<file path="src/rtl/regfile_pkg.sv">
// ---------------------------------------------------------------------------
// regfile_pkg
// Shared constants and types for the parametrised RV32I/RV32E register file.
//   XLEN_DEFAULT : default register width
//   NREGS_RV32I  : architectural register count for RV32I
//   NREGS_RV32E  : architectural register count for RV32E
//   ZERO_REG     : index of the hardwired-zero register x0
//   reg_addr_t   : register index type sized for a 32-entry file
// ---------------------------------------------------------------------------
package regfile_pkg;

  localparam int XLEN_DEFAULT = 32;
  localparam int NREGS_RV32I  = 32;
  localparam int NREGS_RV32E  = 16;
  localparam int ZERO_REG     = 0;

  typedef logic [$clog2(NREGS_RV32I)-1:0] reg_addr_t;

endpackage : regfile_pkg

</file>
<file path="src/rtl/regfile_scoreboard.sv">
// ---------------------------------------------------------------------------
// regfile_scoreboard
// Pending-write scoreboard: one busy bit per architectural register, set when
// an instruction with that destination issues and cleared when it retires.
// Bit 0 (x0) is permanently zero.
//
// Ports:
//   clk_i         : core clock, rising edge
//   rst_ni        : asynchronous active-low reset, clears every busy bit
//   flush_i       : clears every busy bit, overrides a same-cycle issue
//   issue_valid_i : an instruction with destination issue_rd_i issues
//   issue_rd_i    : destination register of the issuing instruction
//   we_i          : writeback (retire) enable
//   wr_addr_i     : register being retired
//   busy_o        : registered busy vector, one bit per register
//   any_busy_o    : OR of all busy bits (registered state only)
// ---------------------------------------------------------------------------
module regfile_scoreboard
  import regfile_pkg::*;
#(
  parameter int NREGS = NREGS_RV32I,
  parameter int AW    = $clog2(NREGS)
) (
  input  logic             clk_i,
  input  logic             rst_ni,
  input  logic             flush_i,
  input  logic             issue_valid_i,
  input  logic [AW-1:0]    issue_rd_i,
  input  logic             we_i,
  input  logic [AW-1:0]    wr_addr_i,
  output logic [NREGS-1:0] busy_o,
  output logic             any_busy_o
);

  logic [NREGS-1:0] busy_q;
  logic [NREGS-1:0] busy_d;

  // Retire is applied before issue so that a same-register issue wins:
  // the newer producer owns the bit.
  always_comb begin
    busy_d = busy_q;
    if (flush_i) begin
      busy_d = '0;
    end else begin
      if (we_i && (wr_addr_i != AW'(ZERO_REG))) begin
        busy_d[wr_addr_i] = 1'b0;
      end
      if (issue_valid_i && (issue_rd_i != AW'(ZERO_REG))) begin
        busy_d[issue_rd_i] = 1'b1;
      end
    end
    busy_d[ZERO_REG] = 1'b0;
  end

  always_ff @(posedge clk_i or negedge rst_ni) begin
    if (!rst_ni) begin
      busy_q <= '0;
    end else begin
      busy_q <= busy_d;
    end
  end

  assign busy_o     = busy_q;
  assign any_busy_o = |busy_q;

endmodule : regfile_scoreboard

</file>
<file path="src/rtl/regfile_mp.sv">
// ---------------------------------------------------------------------------
// regfile_mp
// Parametrised multi-read-port integer register file with hardwired x0,
// asynchronous clear and a pending-write scoreboard for RAW hazard detection.
//
// Optional feature (compile-time macro REGFILE_BYPASS_EN):
//   defined   : same-cycle write-to-read forwarding of data and busy
//   undefined : reads reflect stored state only
//
// Ports:
//   clk         : core clock, all state updates on its rising edge
//   reset       : asynchronous active-low reset; clears registers and scoreboard
//   rs_addr     : packed read addresses, port i at [i*AW +: AW]
//   rs_data     : packed read data, port i at [i*XLEN +: XLEN]
//   rs_busy     : per-port busy flag of the addressed source register
//   we          : writeback enable
//   wr_addr     : writeback destination register
//   wr_data     : writeback data
//   issue_valid : an instruction with a destination register issues
//   issue_rd    : destination of the issuing instruction
//   flush       : pipeline flush, clears all busy bits
//   any_busy    : OR of all busy bits
// ---------------------------------------------------------------------------
module regfile_mp
  import regfile_pkg::*;
#(
  parameter  int XLEN   = XLEN_DEFAULT,
  parameter  int NREGS  = NREGS_RV32I,
  parameter  int NUM_RD = 2,
  localparam int AW     = $clog2(NREGS)
) (
  input  logic                   clk,
  input  logic                   reset,
  input  logic [NUM_RD*AW-1:0]   rs_addr,
  output logic [NUM_RD*XLEN-1:0] rs_data,
  output logic [NUM_RD-1:0]      rs_busy,
  input  logic                   we,
  input  logic [AW-1:0]          wr_addr,
  input  logic [XLEN-1:0]        wr_data,
  input  logic                   issue_valid,
  input  logic [AW-1:0]          issue_rd,
  input  logic                   flush,
  output logic                   any_busy
);

  logic [XLEN-1:0]  regs_q [NREGS];
  logic [NREGS-1:0] busy_vec;
  logic             wr_valid;

  assign wr_valid = we && (wr_addr != AW'(ZERO_REG));

  // Entry 0 is cleared by reset and never written, so x0 reads as zero
  // without a dedicated read-side mux.
  always_ff @(posedge clk or negedge reset) begin
    if (!reset) begin
      for (int i = 0; i < NREGS; i++) begin
        regs_q[i] <= '0;
      end
    end else if (wr_valid) begin
      regs_q[wr_addr] <= wr_data;
    end
  end

  regfile_scoreboard #(
    .NREGS (NREGS),
    .AW    (AW)
  ) u_scoreboard (
    .clk_i         (clk),
    .rst_ni        (reset),
    .flush_i       (flush),
    .issue_valid_i (issue_valid),
    .issue_rd_i    (issue_rd),
    .we_i          (we),
    .wr_addr_i     (wr_addr),
    .busy_o        (busy_vec),
    .any_busy_o    (any_busy)
  );

  for (genvar gi = 0; gi < NUM_RD; gi++) begin : g_rd
    logic [AW-1:0]   addr;
    logic [XLEN-1:0] data;
    logic            busy;

    assign addr = rs_addr[gi*AW +: AW];

    always_comb begin
      data = regs_q[addr];
      busy = busy_vec[addr];
`ifdef REGFILE_BYPASS_EN
      // Forwarding is gated by reset so that an asserted reset always
      // reads back as an all-zero file.
      if (reset && wr_valid && (wr_addr == addr)) begin
        data = wr_data;
        if (!(issue_valid && (issue_rd == addr))) begin
          busy = 1'b0;
        end
      end
`endif
    end

    assign rs_data[gi*XLEN +: XLEN] = data;
    assign rs_busy[gi]              = busy;
  end

endmodule : regfile_mp

</file>
<file path="config.mk">
export PLATFORM = sky130hd
export DESIGN_NAME = regfile_mp
export DESIGN_NICKNAME = d
export VERILOG_FILES = /design/src/rtl/regfile_pkg.sv /design/src/rtl/regfile_scoreboard.sv /design/src/rtl/regfile_mp.sv
export SDC_FILE = /design/constraint.sdc
export NUM_CORES = 2
export LEC_CHECK = 0
export BUFFER_PORTS_ARGS = -buffer_cell sky130_fd_sc_hd__buf_2
export CAP_MARGIN = 15
export CELL_PAD_IN_SITES_DETAIL_PLACEMENT = 1
export CELL_PAD_IN_SITES_GLOBAL_PLACEMENT = 2
export CORE_MARGIN = 4
export CORE_UTILIZATION = 30
export DETAILED_ROUTE_END_ITERATION = 6
export PLACE_DENSITY = 0.63
export SLEW_MARGIN = 20
export SYNTH_ARGS = -nofsm -noshare
export SYNTH_HDL_FRONTEND = slang
export SYNTH_HIERARCHICAL = 1
export SYNTH_SLANG_ARGS = --single-unit
</file>
<file path="constraint.sdc">
create_clock -name clk -period 4.73 [get_ports clk]
set_clock_uncertainty 0.1 [all_clocks]
set_input_delay 1.1825 -clock clk [delete_from_list [all_inputs] [get_ports clk]]
set_output_delay 1.1825 -clock clk [all_outputs]
set_load 0.01 [all_outputs]
</file>
Yosys cells after proc, flatten, opt, wreduce, memory -nomap -nowiden

Index checks and enable logic that the tools add are counted.

Register bits after elaboration: 1,055
Output and inout bits: 67
Word-level logic and storage cells: 78
Input port bits: 57

Bitwise gates (word level): 6
Order comparisons: 10
Muxes and demuxes: 21
Reductions and logical operators: 8

Operators with widths:

| operator                                                   | number |
|---|---|
| bitwise mux 1024 bit                                       | 1 |
| binary-select mux 32 bit (select 5 bit)                    | 2 |
| 2-to-1 mux 32 bit                                          | 9 |
| demux 32 bit (select 5 bit)                                | 1 |
| AND 32 bit                                                 | 1 |
| NOT 32 bit                                                 | 1 |
| OR 32 bit                                                  | 1 |
| OR reduction 31 bit                                        | 1 |
| less-than comparator 5 x 6 -> 1 bit, second input constant | 4 |
| >= comparator 6 bit, second input constant                 | 3 |
| NOT 5 -> 6 bit                                             | 3 |
| binary-select mux 1 bit (select 5 bit)                     | 2 |
| demux 1 bit (select 5 bit)                                 | 2 |
| >= comparator 5 x 1 -> 1 bit, second input constant        | 2 |
| nonzero test 5 bit                                         | 2 |
| less-than comparator 6 x 1 -> 1 bit, second input constant | 1 |
| logical AND 1 bit                                          | 5 |
| 2-to-1 mux 1 bit                                           | 4 |

Longest topological paths before layout

Depth after elaboration: 11
Depth in mapped cells: 9
Depth with buffers taken out: 5

Modules after synthesis

Netlist, hierarchy kept.

Modules (own cells, without submodules):

| module             | cells an instance | instances | seq. area each (µm²) | area an instance (µm²) |
|---|---|---|---|---|
| regfile_mp         | 4,681             | 1         | 25,624.6             | 56,530.5 |
| regfile_scoreboard | 167               | 1         | 775.7                | 1,594.0 |

Worst setup path before layout

No wires, ideal clock.

Kind: in2out
Start point: input port rs_addr[1]
End point: output port rs_busy[0]
Cell stages on the path: 9
Slack: 994 ps
Data arrival time: 2,454 ps
Data required time: 3,448 ps
Buffers on the path: 5
Path through: buf_2 -> buf_4 -> buf_4 -> buf_4 -> mux2i_1 -> a22oi_1 -> a31oi_1 -> nand3_1 -> buf_4

Cells in the longest elaborated chain, start to end: 2

Ends and longest elaborated chain:

| element                                | RTL line         | RTL |
|---|---|---|
| start, declared                        | regfile_mp.sv:34 | `input logic [NUM_RD*AW-1:0] rs_addr,` |
| binary-select mux 1 bit (select 5 bit) | regfile_mp.sv:88 | `busy = busy_vec[addr];` |
| 2-to-1 mux 1 bit (implied by the code) | regfile_mp.sv:88 |  |
| end, declared                          | regfile_mp.sv:36 | `output logic [NUM_RD-1:0] rs_busy,` |

No other way between the ends. The select of a mux whose other input is x is not followed.

Worst setup path after layout

Start point: input port rs_addr[6]
End point: output port rs_data[34]

Cells in the longest elaborated chain, start to end: 4

Ends and longest elaborated chain:

| element                                               | RTL line         | RTL |
|---|---|---|
| NOT 5 -> 6 bit (implied by the code)                  | regfile_mp.sv:87 | `data = regs_q[addr];` |
| binary-select mux 32 bit (select 5 bit)               | regfile_mp.sv:87 |  |
| 2-to-1 mux 32 bit (implied by the code) (2 in series) | regfile_mp.sv:87 |  |
| end, declared                                         | regfile_mp.sv:35 | `output logic [NUM_RD*XLEN-1:0] rs_data,` |

No other way between the ends. The select of a mux whose other input is x is not followed.

==> results.txt <==
Hold_buf cts - 0
Number of synthesized flops with an enable pin - 0
Critical path class - in -> out
Crit-path cells - buf_8, buf_12, mux2i_1, a22o_1, nor3_1, a31oi_1, nand3_1, buf_2
Initial antenna violation count - 14
Hold Path End - regs_q[1014]$_DFFE_PN0P_
Sequential share of the synthesized area - 0.454
Reg-to-Reg Start - u_scoreboard/busy_o[21]$_DFF_PN0_
Post-synth top flop - dfrtp_1
Final hold vios - 0
Height of the die - 448 um
Hold Crit Start - regs_q[1014]$_DFFE_PN0P_
I/O pins - 124
Syn Nets - 4,905
WHS Path Cells - 0
GRT Util Overall - 0.214
Detailed placement HPWL - 129,000 um
MaxCap Viol Count - 0
Drt first pass iters - 5
Status - finished clean
FP Rows - 161
Chip Width - 448 um
Ys async rst share - 1.00
DR vias - 40,838
Final net count - 4,881
WL met1 - 103,000 um
RSZ-0062 raised after global routing - false
Drt first-iter violations - 2,646
Sinks on Clock Net - 1,055
Yosys warning count - 6
Met3 wire length - 6330 um
Clk root buf - clkbuf_16
FMAX - 0.220 GHz
FF-to-FF setup slack - 3.67 ns
Synth Instances - 4,848
Top sig layer - met5
Vias in the first global route - 43,563
Post-route ant nets - 0
CP Max Fanout - 61
Wire per inst - 29.4 um
Max incr delay on CP - 0.42 ns
Global placement routability congestion - 0.767
Area of the die - 201,000 sq um
Congestion Overflow GR - 0
Slowest-stage cell, CP - buf_12
Relative slew slack - 0.236
Worst setup EP type - primary output
Maximum vdd drop - 0.259 mV
Arr. time, crit path - 3.27 ns
First-pass GRT wire length - 317,000 um
R2R Path End - u_scoreboard/busy_o[21]$_DFF_PN0_
Post-synth design cell area - 58,100 sq um
Port Buffer Count - 123
Final non-filler cell area - 66,300 sq um
# H-tree levels - 3
Final std cells w/o fill - 7,455
PostCTS Resize Cnt - 0
Slew Viols, Final - 0
Layout Area Growth over Synthesis - 14.1%
Hold/Removal Path Class - reg -> reg
Clk slew on worst S/H paths - 0.06 ns
Min Hold Slack - 0.299 ns
Cell family with most CP delay - buffers and inverters
Cts bufs inserted - 119
Leakage - 0.0308 uW
Startpoint Class - input port
Syn avg cell area - 12.0 sq um
Placed cell area - 62,200 sq um
Layout cell share with drive strength beyond 1 - 0.316
Final wirelength - 219,000 um
CTS tree - done
Vias/cell - 5.48
#FFs+latches synth - 1,055
Post-CTS Setup Inserts - 0
FF-to-FF path depth - 3
Worst setup path start - rs_addr[6]
Core Footprint - 193,000 sq um
Starting Density - 0.302
Slew @ Worst Pin - 1.15 ns
Placed cells - 7,229
CP required - 3.45 ns
DRC viols - 0
Power Dens Cells - 407 nW/um^2
Setup violators final - 0
Synth cell types - 43
Max Root-Sink Buffers - 3
Largest net degree at the start of global routing - 95
Power Total - 27,000 uW
Min Tclk post-route - 4.55 ns
DR WL met2 - 104,000 um
Worst-Skew Late Latency - 0.74 ns
Final worst-path cycle share - 0.962
Critical path buffers and inverters - 3
Setup TNS - 0 ns
cell type report:
type                    count  area, sq um
clock inverters            42          500
clock buffers             179         3550
fillers                 20565       126000
inverters                   1         3.75
flip-flops and latches   1055        26400
multi-input cells        3299        29200
diodes                      5         12.5
repair buffers            348         3420
well taps                2526         3160
sequential cells by signal, indices dropped and copies added (netlist names):
name                 cells
u_scoreboard/busy_o     31
regs_q                1024
worst max path at each step:
stage               depth (start not counted)  slack [ns]          end
floorplan                                   9        0.99   rs_busy[0]
global placement                            7        0.15  rs_data[34]
detailed placement                          8        0.14  rs_data[34]
CTS                                         8        0.14  rs_data[34]
global route                                8        0.09  rs_data[34]
finish                                      8        0.18  rs_data[34]
layer usage:
layer | GRT usage | vias to the layer above
met1 | 0.296 | 22173
met2 | 0.359 | 613
met3 | 0.0210 | 232
met4 | 0.0586 | 4
li1 | - | 17816
met5 | 0 | -
cell usage in the layout, fill, tap and decap left out, types with 3 or more instances in the layout:
master | Yosys | layout
nand3b_1 | 14 | 14
nor2_1 | 5 | 3
nor2_4 | 16 | 18
nor3b_2 | 3 | 3
or3b_1 | 3 | 3
buf_12 | 0 | 87
mux2i_1 | 1056 | 1056
nand2b_2 | 0 | 3
o21ai_1 | 19 | 19
bufinv_16 | 0 | 11
clkbuf_8 | 0 | 30
or2_2 | 3 | 3
o21ai_0 | 41 | 41
nor3_1 | 67 | 67
nand2_1 | 217 | 200
dfrtp_1 | 1055 | 1055
clkbuf_1 | 215 | 28
clkinv_2 | 0 | 26
nor2b_1 | 35 | 31
mux2_2 | 955 | 955
buf_8 | 0 | 3
buf_4 | 70 | 138
or3b_4 | 4 | 4
a22o_1 | 132 | 132
clkbuf_16 | 0 | 121
nor4_1 | 6 | 6
diode_2 | 0 | 5
a22oi_1 | 198 | 198
a31oi_1 | 66 | 66
nand3_1 | 204 | 204
clkinvlp_4 | 0 | 3
a21oi_1 | 198 | 198
nand2_2 | 0 | 10
nand2_4 | 0 | 7
buf_2 | 120 | 120
nor2b_4 | 0 | 4
mux2_1 | 37 | 37
Yosys cell counts (2+ instances only):
| library cell | n | area share |
|---|---|---|
| nor3_1 | 67 | 0.0058 |
| nor2_4 | 16 | 0.0031 |
| mux2_1 | 37 | 0.0072 |
| o21ai_1 | 19 | 0.0016 |
| buf_2 | 120 | 0.010 |
| mux2_2 | 955 | 0.19 |
| nor3b_2 | 3 | 0.00065 |
| nand2_1 | 217 | 0.014 |
| or3_1 | 2 | 0.00022 |
| or2_2 | 3 | 0.00032 |
| or3b_4 | 4 | 0.00077 |
| dfrtp_1 | 1055 | 0.45 |
| nand3b_1 | 14 | 0.0018 |
| o21ai_0 | 41 | 0.0035 |
| nand2b_1 | 4 | 0.00043 |
| a21oi_1 | 198 | 0.017 |
| nor2_1 | 5 | 0.00032 |
| or3b_1 | 3 | 0.00045 |
| buf_4 | 70 | 0.0090 |
| buf_1 | 41 | 0.0026 |
| a22oi_1 | 198 | 0.026 |
| nor2b_1 | 35 | 0.0038 |
| nor4_1 | 6 | 0.00065 |
| mux2i_1 | 1056 | 0.18 |
| and2_1 | 2 | 0.00022 |
| nand3_1 | 204 | 0.018 |
| buf_6 | 47 | 0.0091 |
| clkbuf_1 | 215 | 0.014 |
| a31oi_1 | 66 | 0.0071 |
| a22o_1 | 132 | 0.020 |
stage by stage:
step                       util  setup slack (ns)
after floorplan               -             0.994
after CTS                 0.344             0.143
after detailed placement  0.323             0.139
after global routing      0.344            0.0945
final                     0.344             0.178
after global placement    0.323             0.150
worst reg2reg max path, delay by kind of cell (launching register included):
kind             cells  cell delay, ns
flip-flops           1            0.45
AND/OR/NAND/NOR      1            0.16
AO/OA/AOI/OAI        2            0.22
power by group:
part           total (uW)  switching, uW  leakage (uW)  internal, uW
sequential          12000           1290        0.0136         10700
clock                9710           3970       0.00201          5740
combinational        5280           2610        0.0152          2670
cell families after synthesis:
| family | after synthesis | synth area share |
|---|---|---|
| multiplexers | 2048 | 0.374 |
| flip-flops | 1055 | 0.454 |
| AO/OA/AOI/OAI | 656 | 0.0752 |
| AND/OR/NAND/NOR | 594 | 0.0514 |
| buffers and inverters | 494 | 0.0451 |
| other | 1 | 0.0000645 |
Power figures use the tool's default switching activity.
